==> src/rtl/stopwatch_display_controller.sv <==
// stopwatch_display_controller: debounced buttons drive an MM:SS BCD stopwatch with lap freeze
module stopwatch_display_controller #(
  parameter int TICK_DIV  = 100_000_000,
  parameter int DB_CYCLES = 1_000_000
) (
  input  logic        clk,
  input  logic        reset,
  input  logic        btnU,
  input  logic        btnR,
  input  logic        btnL,
  output logic [3:0]  sec_dig1,
  output logic [3:0]  sec_dig2,
  output logic [3:0]  min_dig1,
  output logic [3:0]  min_dig2,
  output logic        running,
  output logic [15:0] led
);
  localparam int PW = $clog2(TICK_DIV + 1);
  localparam int DW = $clog2(DB_CYCLES + 1);
  typedef enum logic [3:0] {IDLE = 4'b0001, RUN = 4'b0010, PAUSE = 4'b0100, LAP = 4'b1000} state_t;
  state_t state, nstate;
  logic [2:0] sync1, sync2, acc, acc_d, pulse;
  logic [DW-1:0] db_cnt [3];
  logic [PW-1:0] presc, presc_n;
  logic [15:0] cnt, cnt_n, snap, snap_n, inc;
  logic pu, pr, pl, counting, tick, clr, w_s1, w_s2, w_m1, w_m2;
  // bit 0 = U, bit 1 = R, bit 2 = L
  always_ff @(posedge clk or posedge reset)
    if (reset) begin
      sync1 <= '0;
      sync2 <= '0;
      acc <= '0;
      acc_d <= '0;
      for (int i = 0; i < 3; i++) db_cnt[i] <= '0;
    end else begin
      sync1 <= {btnL, btnR, btnU};
      sync2 <= sync1;
      acc_d <= acc;
      for (int i = 0; i < 3; i++)
        if (sync2[i] == acc[i]) db_cnt[i] <= '0;
        else if (db_cnt[i] == DW'(DB_CYCLES - 1)) begin
          db_cnt[i] <= '0;
          acc[i] <= sync2[i];
        end else db_cnt[i] <= db_cnt[i] + DW'(1);
    end
  assign pulse = acc & ~acc_d;
  assign pu = pulse[0];
  assign pr = pulse[1] & ~pulse[0];
  assign pl = pulse[2] & ~|pulse[1:0];
  always_comb begin
    counting = state == RUN || state == LAP;
    tick = counting && presc == PW'(TICK_DIV - 1);
    w_s1 = cnt[3:0] >= 4'd9;
    w_s2 = w_s1 && cnt[7:4] >= 4'd5;
    w_m1 = w_s2 && cnt[11:8] >= 4'd9;
    w_m2 = w_m1 && cnt[15:12] >= 4'd5;
    inc = {w_m2 ? 4'd0 : w_m1 ? cnt[15:12] + 4'd1 : cnt[15:12],
           w_m1 ? 4'd0 : w_s2 ? cnt[11:8] + 4'd1 : cnt[11:8],
           w_s2 ? 4'd0 : w_s1 ? cnt[7:4] + 4'd1 : cnt[7:4],
           w_s1 ? 4'd0 : cnt[3:0] + 4'd1};
    nstate = state == IDLE  ? (pu ? RUN : IDLE) :
             state == RUN   ? (pu ? PAUSE : pr ? LAP : RUN) :
             state == LAP   ? (pu ? PAUSE : pr ? RUN : LAP) :
             state == PAUSE ? (pu ? RUN : pl ? IDLE : PAUSE) : IDLE;
    clr = state == PAUSE && !pu && pl;
    cnt_n = clr ? 16'd0 : tick ? inc : cnt;
    snap_n = (state == RUN && !pu && pr) ? cnt : snap;
    presc_n = clr ? '0 : !counting ? presc : tick ? '0 : presc + PW'(1);
  end
  always_ff @(posedge clk or posedge reset)
    if (reset) begin
      state <= IDLE;
      presc <= '0;
      cnt <= '0;
      snap <= '0;
      {min_dig2, min_dig1, sec_dig2, sec_dig1} <= '0;
      running <= 1'b0;
      led <= 16'h0001;
    end else begin
      state <= nstate;
      presc <= presc_n;
      cnt <= cnt_n;
      snap <= snap_n;
      {min_dig2, min_dig1, sec_dig2, sec_dig1} <= nstate == LAP ? snap_n : cnt_n;
      running <= nstate == RUN || nstate == LAP;
      led <= {clr ? 1'b0 : led[15] | (tick & w_m2), 11'd0, nstate};
    end
endmodule
==> config.mk <==
export PLATFORM = sky130hd
export DESIGN_NAME = stopwatch_display_controller
export DESIGN_NICKNAME = d
export VERILOG_FILES = /design/src/rtl/stopwatch_display_controller.sv
export SDC_FILE = /design/constraint.sdc
export NUM_CORES = 1
export LEC_CHECK = 0
export BUFFER_PORTS_ARGS = -buffer_cell sky130_fd_sc_hd__buf_4
export CORE_ASPECT_RATIO = 1.1
export CORE_MARGIN = 1.5
export CORE_UTILIZATION = 54
export DETAILED_ROUTE_END_ITERATION = 7
export PLACE_DENSITY = 0.72
export SYNTH_ARGS = -nofsm -noshare
export SYNTH_HDL_FRONTEND = slang
export SYNTH_SLANG_ARGS = --single-unit
==> constraint.sdc <==
create_clock -name clk -period 5.34 [get_ports clk]
set_input_delay 0.267 -clock clk [delete_from_list [all_inputs] [get_ports clk]]
set_output_delay 0.267 -clock clk [all_outputs]
set_load 0.05 [all_outputs]
After elaboration in Yosys (flattened, before gate mapping)
Cells that the tools add are included.
{"block": "word_totals", "ff_bits": 157, "elab_cells": 103, "in_bits": 5, "out_inout_bits": 33}
{"block": "op_classes", "n_addsub": 8, "n_mux": 32, "bitwise": 10, "n_lt_le_gt_ge": 4, "eq_ne": 13, "n_reduce_logical": 17}
{"op": "$mux 20", "count": 6}
{"op": "$mux 27", "count": 3}
{"op": "$mux 16", "count": 4}
{"op": "$add 20x1->20 const B", "count": 3}
{"op": "$eq 20x20->1 const B", "count": 3}
{"op": "$mux 4", "count": 14}
{"op": "$add 27x1->27 const B", "count": 1}
{"op": "$eq 27x27->1 const B", "count": 1}
{"op": "$add 4x1->4 const B", "count": 4}
{"op": "$mux 3", "count": 3}
{"op": "$eq 4x2->1 const B", "count": 2}
{"op": "$eq 4x4->1 const B", "count": 2}
{"op": "$ge 4x3->1 const B", "count": 2}
{"op": "$ge 4x4->1 const B", "count": 2}
{"op": "$logic_and 1x1->1", "count": 8}
{"op": "$reduce_and 2->1", "count": 3}
{"op": "$eq 4x1->1 const B", "count": 1}
{"op": "$eq 4x3->1 const B", "count": 1}
{"op": "$not 1->1", "count": 4}
{"op": "$and 1x1->1", "count": 3}
{"op": "$and 3x3->3", "count": 1}
{"op": "$eq 1x1->1", "count": 3}
{"op": "$not 3->3", "count": 1}
{"op": "$logic_not 1->1", "count": 2}
{"op": "other kinds (6)", "count": 7}

Depth between registers and ports, before layout
{"block": "depth", "depth_word": 13, "depth_mapped": 9, "mapped_depth_nobuf": 8}

Worst setup path before layout
No wires, ideal clock.
{"block": "synth_path", "path_kind": "flip-flop to flip-flop", "start": "reg led[3] (netlist name)", "end": "reg sec_dig2[1]", "stages_incl_launch_ff": 8, "path_buffers": 1, "arrival_ns": 2.333, "slack_ns": 2.929, "required_time_ns": 5.262, "cell_sequence": "dfrtp_1 > buf_2 > xor2_1 > nand3_1 > or4_4 > nor2_1 > mux2_2 > o2bb2ai_1"}
{"item": "end signal: assignment", "line": "84", "text": "{min_dig2, min_dig1, sec_dig2, sec_dig1} <= nstate == LAP ? snap_n : cnt_n;"}
{"item": "end: declaration", "line": "12", "text": "output logic [3:0] sec_dig2,"}

Worst setup path after layout
{"block": "layout_path", "start": "reg presc[0]", "end": "reg presc[26]"}
{"block": "layout_via", "elab_chain_len": 5, "elab_cells_between_ends": 6, "classes_between": "add/sub (1); eq/ne (1); mux (3); reduce/logical (1)"}
{"item": "start: declaration", "line": "24", "text": "logic [PW-1:0] presc, presc_n;"}
{"item": "start signal: assignment", "line": "81", "text": "presc <= presc_n;"}
{"item": "branches (longest 2 deep; another with $add 27x1->27)"}
{"item": "$mux 27 (*) (3 in a row)", "line": "68", "text": "presc_n = clr ? '0 : !counting ? presc : tick ? '0 : presc + PW'(1);"}
Every way passes the cells marked *. The select of a mux whose other input is x is not followed.
A chain may end at the register's enable or synchronous reset.

==> flow_summary.html <==
<table>
<tr><th>Metric</th><th>Value</th></tr>
<tr><th colspan="2">Status</th></tr>
<tr><td>Status</td><td>complete, no violations</td></tr>
<tr><th colspan="2">Final layout</th></tr>
<tr><td>Synth-to-layout area growth</td><td>12.7%</td></tr>
<tr><td>Net count reported at finish</td><td>776</td></tr>
<tr><td>Filler instances</td><td>1053</td></tr>
<tr><td>Antenna diodes</td><td>0</td></tr>
<tr><td>Utilization after layout</td><td>62.3%</td></tr>
<tr><td>Layout cells sized above 1</td><td>11.1%</td></tr>
<tr><td>Design area</td><td>8230 um^2</td></tr>
<tr><th colspan="2">Worst setup path</th></tr>
<tr><td>Worst-path maximum fanout</td><td>26</td></tr>
<tr><td>Critical setup path kind</td><td>register to register</td></tr>
<tr><td>Required time worst endpoint</td><td>5610 ps</td></tr>
<tr><td>Nature of the critical path startpoint</td><td>register</td></tr>
<tr><td>Crit path capture type</td><td>register</td></tr>
<tr><td>CP arrival</td><td>2870 ps</td></tr>
<tr><th colspan="2">Pwr</th></tr>
<tr><td>Pwr per Cell Area</td><td>296 nW/um^2</td></tr>
<tr><td>Static leakage power</td><td>0.00377 uW</td></tr>
<tr><td>Worst VDD drop</td><td>0.214 mV</td></tr>
<tr><th colspan="2">STA</th></tr>
<tr><td>Final Cycle Share</td><td>48.6%</td></tr>
<tr><td>Max_slew headroom</td><td>35.0%</td></tr>
<tr><td>Transition time of the tightest slew-check pin</td><td>972 ps</td></tr>
<tr><td>Number of slew-limit violations in the final report</td><td>0</td></tr>
<tr><td>Maximum clock frequency</td><td>385 MHz</td></tr>
<tr><td>Hold violation total from the final report</td><td>0</td></tr>
<tr><td>Post-layout min period</td><td>2600 ps</td></tr>
<tr><td>Final setup fails</td><td>0</td></tr>
<tr><td>RSZ-0062 raised after global routing</td><td>no</td></tr>
<tr><td>Minimum hold slack</td><td>350 ps</td></tr>
<tr><td>Setup TNS Final</td><td>0 ps</td></tr>
<tr><td>Worst Skew</td><td>11.6 ps</td></tr>
<tr><th colspan="2">GRT</th></tr>
<tr><td>Vias in the first global route</td><td>5331</td></tr>
<tr><td>Maximum number of pins on one net before global-route repair</td><td>79</td></tr>
<tr><td>Wire length of the first global-routing pass</td><td>24.4 mm</td></tr>
<tr><td>GRT Total Usage</td><td>21.3%</td></tr>
<tr><td>Number of antenna violations at the first check in global routing</td><td>0</td></tr>
<tr><td>GRT Residual Overflow</td><td>0</td></tr>
<tr><th colspan="2">Die</th></tr>
<tr><td>Area of the placeable core</td><td>13200 um^2</td></tr>
<tr><td>Core Rows</td><td>44</td></tr>
<tr><td>Count of boundary I/O pins</td><td>38</td></tr>
<tr><td>Starting density of the core</td><td>55.2%</td></tr>
<tr><td>Die extent in x</td><td>114 um</td></tr>
<tr><td>Die Ht</td><td>125 um</td></tr>
<tr><td>Die Outline Area</td><td>14200 um^2</td></tr>
<tr><th colspan="2">Placed design</th></tr>
<tr><td>DP HPWL</td><td>9.01 mm</td></tr>
<tr><td>Quantity of I/O buffers inserted on ports</td><td>26</td></tr>
<tr><td>Weighted congestion at the end of routability-driven global placement</td><td>0.836</td></tr>
<tr><td>Area post-placement</td><td>7590 um^2</td></tr>
<tr><th colspan="2">Synth</th></tr>
<tr><td>Number of flip-flops and latches in the synthesized netlist</td><td>153</td></tr>
<tr><td>Async S/R FF share, synth</td><td>100%</td></tr>
<tr><td>Mapped cell area</td><td>7300 um^2</td></tr>
<tr><td>Biggest area consumer among synthesized cells</td><td>sky130_fd_sc_hd__dfrtp_1</td></tr>
<tr><td>Top FF cell, synth</td><td>sky130_fd_sc_hd__dfrtp_1</td></tr>
<tr><td>Cell with the most instances after synthesis</td><td>sky130_fd_sc_hd__dfrtp_1</td></tr>
<tr><td>Top post-synthesis cells by area</td><td>sky130_fd_sc_hd__dfrtp_1, sky130_fd_sc_hd__nor2_1, sky130_fd_sc_hd__xor2_1</td></tr>
<tr><td>Mean post-synth cell area</td><td>10.1 um^2</td></tr>
<tr><td>Part of the Yosys area used for sequential elements</td><td>52.5%</td></tr>
<tr><td>Count of mapped cells out of synthesis</td><td>726</td></tr>
<tr><td>Count of cell types in the netlist</td><td>58</td></tr>
<tr><td>Top-area cell type share of the netlist area</td><td>52.1%</td></tr>
<tr><td>Number of warning messages in the yosys log</td><td>0</td></tr>
<tr><td>Number of enable-type register cells in the synthesized netlist</td><td>0</td></tr>
<tr><td>Most instantiated cells after synthesis</td><td>sky130_fd_sc_hd__dfrtp_1, sky130_fd_sc_hd__nor2_1, sky130_fd_sc_hd__nand2_1</td></tr>
<tr><th colspan="2">Worst hold path</th></tr>
<tr><td>Worst hold path type</td><td>register to register</td></tr>
<tr><th colspan="2">Clock network</th></tr>
<tr><td>Buffer count from post-CTS setup fixing</td><td>0</td></tr>
<tr><td>Clock tree from TritonCTS</td><td>built</td></tr>
<tr><td>Number of H-tree levels</td><td>4</td></tr>
<tr><td>Latest clock arrival within the worst-skew pair</td><td>430 ps</td></tr>
<tr><td>CTS clock-pin slew for the worst setup and hold paths</td><td>60 ps</td></tr>
<tr><td>Clock buffer depth</td><td>2</td></tr>
<tr><td>Total clock sinks</td><td>153</td></tr>
<tr><td>TritonCTS buffer count</td><td>17</td></tr>
<tr><td>Root buffer cell</td><td>sky130_fd_sc_hd__clkbuf_16</td></tr>
<tr><th colspan="2">Detailed routing</th></tr>
<tr><td>Vias per inst</td><td>5.63</td></tr>
<tr><td>Total detailed-routing wirelength</td><td>13.8 mm</td></tr>
<tr><td>DRC viols</td><td>0</td></tr>
<tr><td>First-pass iteration count of the detailed router</td><td>4</td></tr>
<tr><td>Number of design-rule violations left by the first detailed-router iteration</td><td>311</td></tr>
<tr><td>ANT nets after route</td><td>0</td></tr>
<tr><td>Number of vias in the routed layout</td><td>5228</td></tr>
<tr><td>Wirelength per Cell</td><td>14.8 um</td></tr>
<tr><th colspan="2">Job</th></tr>
<tr><td>Max-capacitance violation count</td><td>0</td></tr>
</table>
routing by layer:
metal | track usage (%) | vias to the layer above | wire length [um]
met5 | 0 | - | 0
li1 | - | 2527 | -
met1 | 27.1 | 2587 | 6300
met2 | 34.8 | 102 | 6920
met4 | 8.82 | 0 | 129
met3 | 5.19 | 12 | 432
cell families (layout without fill, tap and decap cells):
family | count (synthesis) | count (layout) | share of synthesized area [%]
flops | 153 | 153 | 52.5
mux | 17 | 17 | 2.57
other cells | 1 | 11 | 0.0514
compound gates | 67 | 67 | 6.12
buf+inv | 55 | 87 | 3.57
simple gates | 338 | 338 | 23.0
xor+xnor | 79 | 79 | 9.48
fa+ha+maj | 16 | 16 | 2.74
flip-flops by register name, indices dropped and copies added (netlist names), 3 cells and up:
register	count
acc	3
acc_d	3
cnt	16
db_cnt	60
min_dig1	4
min_dig2	4
presc	27
sec_dig1	4
sec_dig2	4
snap	16
state	3
sync1	3
sync2	3
report_power, final:
part | total, uW | switching (uW) | internal [uW] | leakage (uW)
clock | 1200 | 460 | 744 | 0.000286
sequential | 1170 | 6.87 | 1170 | 0.00211
combinational | 61.4 | 50.8 | 10.6 | 0.00137
worst paths after layout:
path / startpoint / end / slack [ps] / cells after the start
max in group asynchronous: reset / presc[20] / 3410 / 4
min: sync1[1] / sync2[1] / 350 / 0
max reg2reg: presc[0] / presc[26] / 2740 / 6
min reg2reg: sync1[1] / sync2[1] / 350 / 0
min in group asynchronous: reset / db_cnt[9] / 510 / 3
max: presc[0] / presc[26] / 2740 / 6
stage by stage:
stage          setup slack [ps]  std cells  power, uW
2_1_floorplan               953        736       1250
3_3_place_gp               2880        893       1250
3_5_place_dp               2760        893       1260
4_1_cts                    2720        929       2470
5_1_grt                    2520        929       2520
6_report                   2740        929       2440
final cells by class:
cell class | instances | area [um^2] | area share [%]
multi-input cells | 528 | 3250 | 39.5
flip-flops and latches | 153 | 3830 | 46.5
repair buffers | 34 | 265 | 3.22
clock inverters | 12 | 150 | 1.82
inverters | 21 | 83.8 | 1.02
clock buffers | 20 | 447 | 5.43
well taps | 161 | 201 | 2.45
critical path: stages (launching register included):
cell	delay (ps)
sky130_fd_sc_hd__dfrtp_1	390
sky130_fd_sc_hd__ha_1	240
sky130_fd_sc_hd__and4b_1	240
sky130_fd_sc_hd__nand3_1	80
sky130_fd_sc_hd__or4_4	630
sky130_fd_sc_hd__nand2_1	690
sky130_fd_sc_hd__o41ai_1	160
layout by cell type (no fill, tap or decap), types with 6 or more instances in the layout:
cell type                     n
sky130_fd_sc_hd__o21ai_0     17
sky130_fd_sc_hd__nand4_1     20
sky130_fd_sc_hd__clkbuf_16   17
sky130_fd_sc_hd__inv_1       19
sky130_fd_sc_hd__mux2_2      14
sky130_fd_sc_hd__and3_1      10
sky130_fd_sc_hd__and4_1       6
sky130_fd_sc_hd__conb_1      11
sky130_fd_sc_hd__nor3_1      14
sky130_fd_sc_hd__o2bb2ai_1    9
sky130_fd_sc_hd__nor2_1     123
sky130_fd_sc_hd__dfrtp_1    152
sky130_fd_sc_hd__xnor2_1     34
sky130_fd_sc_hd__a21oi_1     14
sky130_fd_sc_hd__nor4_1      14
sky130_fd_sc_hd__nand3_1     41
sky130_fd_sc_hd__nand2b_1     9
sky130_fd_sc_hd__nor2b_1      6
sky130_fd_sc_hd__xor2_1      45
sky130_fd_sc_hd__ha_1        16
sky130_fd_sc_hd__buf_4       30
sky130_fd_sc_hd__nand2_1     56
timing repair:
action | 4_1_cts | 5_1_grt
hold endpoints to repair | 79 | 0
hold buffers | 4 | 0
gates resized for setup | 0 | 0
Note: power is estimated with default switching activity, not from simulation.
